$ cat config.mk
export PLATFORM = sky130hd
export DESIGN_NAME = rr_mux8_arbiter
export DESIGN_NICKNAME = d
export VERILOG_FILES = /design/src/rtl/mux_arb_pkg.sv /design/src/rtl/mux8_dw.sv /design/src/rtl/rr_mux8_arbiter.sv
export SDC_FILE = /design/constraint.sdc
export NUM_CORES = 1
export LEC_CHECK = 0
export ABC_CLOCK_PERIOD_IN_PS = 5140
export CORE_UTILIZATION = 51
export CTS_CLUSTER_SIZE = 30
export DETAILED_ROUTE_END_ITERATION = 7
export GPL_TIMING_DRIVEN = 0
export PLACE_DENSITY = 0.95
export SLEW_MARGIN = 20
export SYNTH_ARGS = -nofsm -noshare
export SYNTH_HDL_FRONTEND = slang
export SYNTH_SLANG_ARGS = --single-unit
$ cat constraint.sdc
create_clock -name clk -period 5.14 [get_ports clk]
set_input_delay 0.771 -clock clk [delete_from_list [all_inputs] [get_ports clk]]
set_output_delay 0.771 -clock clk [all_outputs]
set_load 0.005 [all_outputs]
$ cat src/rtl/mux_arb_pkg.sv
// Shared definitions for the 8:1 mux arbiter: sizes, FSM states and the
// round-robin search helper.
package mux_arb_pkg;

  localparam int unsigned N     = 8;
  localparam int unsigned SEL_W = 3;
  localparam int unsigned DW    = 8;

  typedef enum logic {
    IDLE  = 1'b0,
    SERVE = 1'b1
  } state_t;

  typedef struct packed {
    logic             found;
    logic [SEL_W-1:0] idx;
  } pick_t;

  // First set bit of req scanning ptr, ptr+1, ... ptr+7, modulo 8.
  function automatic pick_t rr_pick(input logic [N-1:0] req,
                                    input logic [SEL_W-1:0] ptr);
    pick_t            p;
    logic [SEL_W-1:0] k;
    p.found = 1'b0;
    p.idx   = '0;
    for (int unsigned i = 0; i < N; i++) begin
      k = ptr + SEL_W'(i);
      if (!p.found && req[k]) begin
        p.found = 1'b1;
        p.idx   = k;
      end
    end
    return p;
  endfunction

endpackage

$ cat src/rtl/mux8_dw.sv
// DW-wide 8:1 combinational data multiplexer.
module mux8_dw #(
  parameter int unsigned DW = mux_arb_pkg::DW
) (
  input  logic [8*DW-1:0] din,
  input  logic [2:0]      sel,
  output logic [DW-1:0]   out_data
);

  always_comb begin
    out_data = din[32'(sel)*DW +: DW];
  end

endmodule

$ cat src/rtl/rr_mux8_arbiter.sv
// Round-robin arbiter sharing one valid/ready output channel among eight
// requesters; registered select drives the 8:1 data mux.
module rr_mux8_arbiter
  import mux_arb_pkg::*;
(
  input  logic               clk,
  input  logic               rst,
  input  logic [N-1:0]       req,
  input  logic [N*DW-1:0]    din,
  input  logic               out_ready,
  output logic               out_valid,
  output logic [DW-1:0]      out_data,
  output logic [N-1:0]       grant,
  output logic [SEL_W-1:0]   sel,
  output logic [N-1:0]       ack,
  output logic               busy
);

  state_t           state, state_n;
  logic [SEL_W-1:0] ptr, ptr_n;
  logic [SEL_W-1:0] sel_n;
  logic [N-1:0]     grant_n;
  logic             hs;
  pick_t            pick_idle;
  pick_t            pick_next;

  always_ff @(posedge clk) begin
    if (rst) begin
      state <= IDLE;
      ptr   <= '0;
      sel   <= '0;
      grant <= '0;
    end else begin
      state <= state_n;
      ptr   <= ptr_n;
      sel   <= sel_n;
      grant <= grant_n;
    end
  end

  // The served requester drops to lowest priority by searching from sel+1.
  always_comb begin
    state_n   = state;
    ptr_n     = ptr;
    sel_n     = sel;
    grant_n   = grant;
    hs        = (state == SERVE) && out_ready;
    pick_idle = rr_pick(req, ptr);
    pick_next = rr_pick(req, sel + SEL_W'(1));
    case (state)
      IDLE: begin
        if (pick_idle.found) begin
          sel_n   = pick_idle.idx;
          grant_n = N'(1) << pick_idle.idx;
          state_n = SERVE;
        end
      end
      SERVE: begin
        if (hs) begin
          ptr_n = sel + SEL_W'(1);
          if (pick_next.found) begin
            sel_n   = pick_next.idx;
            grant_n = N'(1) << pick_next.idx;
          end else begin
            grant_n = '0;
            state_n = IDLE;
          end
        end
      end
      default: begin
        state_n = IDLE;
        grant_n = '0;
      end
    endcase
  end

  always_comb begin
    out_valid = (state == SERVE);
    busy      = (state == SERVE);
    ack       = grant & {N{hs}};
  end

  mux8_dw #(.DW(DW)) u_mux (
    .din      (din),
    .sel      (sel),
    .out_data (out_data)
  );

endmodule

==> flow_metrics.env <==
export IMPL_synth_enable_flop_cells=0
export IMPL_start_util_pct=53.9
export IMPL_n_antenna_cell=0
export IMPL_cp_slowest_cell="mux4_2"
export IMPL_core_area_um2=5640
export IMPL_synth_most_common_cell="mux4_2"
export IMPL_cts_tree="built"
export IMPL_yosysTopAreaCell="mux4_2"
export IMPL_cts_htree_levels=1
export IMPL_dr_pass1_iters=6
export IMPL_fin_nets=509
export IMPL_syn_area_um2=3040
export IMPL_synth_xor_area_share_pct=3.78
export IMPL_p_leak_nw=1.50
export IMPL_critPathTopFamily="compound AO/OA/AOI/OAI gates"
export IMPL_final_hold_viol_count=0
export IMPL_postCtsSetupBuffers=0
export IMPL_first_global_vias=3164
export IMPL_cp_arrival_ns=4.28
export IMPL_synthAdderAreaFrac_pct=1.64
export IMPL_drc=0
export IMPL_clock_skew_ns=0.00154
export IMPL_routedWlPerCell_um=20.7
export IMPL_cts_resized=0
export IMPL_async_flop_share_pct=0
export IMPL_dp_hpwl_um=8240
export IMPL_synthMuxAreaShare_pct=38.7
export IMPL_whs_ns=0.501
export IMPL_seqPwrFrac_pct=10.7
export IMPL_yosys_area_share_simple_pct=20.5
export IMPL_status="completed"
export IMPL_die_h_um=79.2
export IMPL_p_per_area_nw_per_um2=374
export IMPL_ys_ff_latch=15
export IMPL_clkPwrFrac_pct=6.4
export IMPL_clock_latency_ns=0.25
export IMPL_ir_drop_uv=227
export IMPL_row_count=27
export IMPL_regToRegSetupSlack_ns=1.03
export IMPL_critical_path_endpoint_type="flop"
export IMPL_synth_compound_area_share_pct=19.3
export IMPL_num_vias=3438
export IMPL_netlist_top_cells_count="mux4_2, nand2_1, nor2_1"
export IMPL_comb_power_share_pct=82.9
export IMPL_die_area_um2=6280
export IMPL_drt_initial_drc_count=412
export IMPL_synth_top_family_by_area="multiplexers"
export IMPL_fin_crit_sh_pct=80.0
export IMPL_wirelength_um=10400
export IMPL_grt_max_degree=11
export IMPL_syn2layout_area_growth_pct=37.7
export IMPL_yosys_warnings=0
export IMPL_min_period_ns=4.11
export IMPL_hold_path_class="flop to flop"
export IMPL_synth_area_leaders="mux4_2, dfxtp_1, mux2_2"
export IMPL_overflow=0
export IMPL_synth_top_area_share_pct=22.9
export IMPL_p_total_w=0.00157
export IMPL_drive_gt1_share_pct=20.0
export IMPL_antenna_found_initial=0
export IMPL_routed_via_density=6.86
export IMPL_switchingPower_w=0.000741
export IMPL_ys_flop_type="dfxtp_1"
export IMPL_grtUsageTotal_pct=32.7
export IMPL_cts_buffers=3
export IMPL_cell_internal_pwr_w=0.000828
export IMPL_io_pins=104
export IMPL_path_buf_inv=3
export IMPL_synth_seq_area_share_pct=9.87
export IMPL_cts_buffer_depth=2
export IMPL_die_w_um=79.2
export IMPL_gp_congestion=0.922
export IMPL_cts_root_buf="clkbuf_8"
export IMPL_dp_slack_ns=1.16
export IMPL_synth_nets=403
export IMPL_postCtsHoldBufs=0
export IMPL_path_cells="buf_2 > clkinv_1 > ha_1 > buf_6 > mux4_2 > mux2i_2 > nand2_2 > o2bb2a_1 > a221oi_1 > a211o_1 > nand4_1 > o211ai_1"
export IMPL_cpPeakStageDelay_ns=0.61
export IMPL_postRouteAntennaNets=0
export IMPL_synth_cell_types=74
export IMPL_required_ns=5.31
export IMPL_setup_violations=0
export IMPL_crit_fanout=10
export IMPL_critPathKind="flop to flop"
export IMPL_grt_pass1_wl_um=16000
export IMPL_slew_viol_final=0
export IMPL_port_buffers=101
export IMPL_clk_pin_slew_ns=0.07
export IMPL_avgSynthCellArea_um2=9.39
export IMPL_fmax_mhz=243
export IMPL_rsz0062_at_grt="false"
export IMPL_clkSinkCount=15
export IMPL_fin_ws_ns=1.03
export IMPL_p_sw_share_pct=47.2
export IMPL_max_slew_margin_pct=43.6
export IMPL_tightest_slew_ns=0.846
export IMPL_start_kind="flop"
export IMPL_fill_cells=377
export IMPL_setup_tns_ns=0
export IMPL_maxCapViolCount=0
export IMPL_postSynthCellCount=324
-- through the flow --
| step | cell area [um2] | instances | utilization [%] |
|---|---|---|---|
| floorplan | 3040 | 324 | - |
| global placement | 4140 | 497 | 73.5 |
| detailed placement | 4140 | 497 | 73.5 |
| CTS | 4190 | 501 | 74.3 |
| global route | 4190 | 501 | 74.3 |
| finish | 4190 | 501 | 74.3 |
-- final cells by class --
cell class	instances	area [um2]	share of cell area, %
Multi-Input combinational cell	269	2550	60.9
Tap cell	72	90.1	2.15
Inverter	15	56.3	1.34
Sequential cell	15	300	7.17
Timing Repair Buffer	101	1010	24.1
Clock inverter	1	5.00	0.119
Clock buffer	3	41.3	0.985
Buffer	25	133	3.17
-- logic make-up after synthesis --
family,Yosys count
buffers and inverters,40
multiplexers,68
AO/OA/AOI/OAI,74
adder cells (fa/ha/maj),4
XOR/XNOR,9
flip-flops,15
AND/OR/NAND/NOR,114
-- sequential cells by signal, summed over array words and instances (netlist names) --
signal	flops
busy	1
grant	8
ptr	3
sel	3
-- placed cells by master, fill, tap and decap left out, drive strengths merged, types with 3 or more instances in the layout --
cell,instances
and3,8
nor2,22
nand3,11
mux2i,19
a211oi,3
o21ai,11
or4,4
nor3,4
o31ai,3
nand2,27
o211ai,6
inv,14
clkdlybuf4s50,101
dfxtp,15
o221ai,5
a311oi,3
ha,4
o311ai,4
xnor2,5
mux2,15
a22oi,4
o2bb2ai,3
and2,3
buf,14
nor2b,5
mux4,34
or2,5
nor3b,4
a21oi,10
nand2b,10
clkbuf,14
nand4,3
-- worst reg2reg max path, stage by stage (launching register included) --
cell      delay [ns]
dfxtp_1         0.38
buf_2           0.26
clkinv_1        0.27
ha_1            0.46
buf_6           0.19
mux4_2          0.62
mux2i_2         0.35
nand2_2         0.12
o2bb2a_1        0.32
a221oi_1        0.33
a211o_1         0.27
nand4_1         0.20
o211ai_1        0.26
-- routing by layer --
layer	GRT usage [%]	share of wire [%]
met5	0	0
met4	9.64	3.5
met3	3.10	7.5
met2	57.8	52
met1	42.1	37
-- power groups by stage --
| stage | Combinational, W | Sequential [W] | Clock [W] |
|---|---|---|---|
| finish | 0.00130 | 0.000168 | 0.000100 |
| detailed placement | 0.00126 | 0.000169 | 0 |
| floorplan | 0.000891 | 0.000165 | 0 |
| CTS | 0.00127 | 0.000167 | 0.0000983 |
| global route | 0.00138 | 0.000172 | 0.000102 |
| global placement | 0.00120 | 0.000167 | 0 |
-- final timing paths --
| check | endpoint | depth (start not counted) | startpoint |
|---|---|---|---|
| setup / recovery | grant[2] | 12 | sel[0] |
| hold reg to reg | grant[0] | 2 | grant[0] |
| setup reg to reg | grant[2] | 12 | sel[0] |
| hold / removal | grant[0] | 2 | grant[0] |
Note: power is estimated with default switching activity, not from simulation.
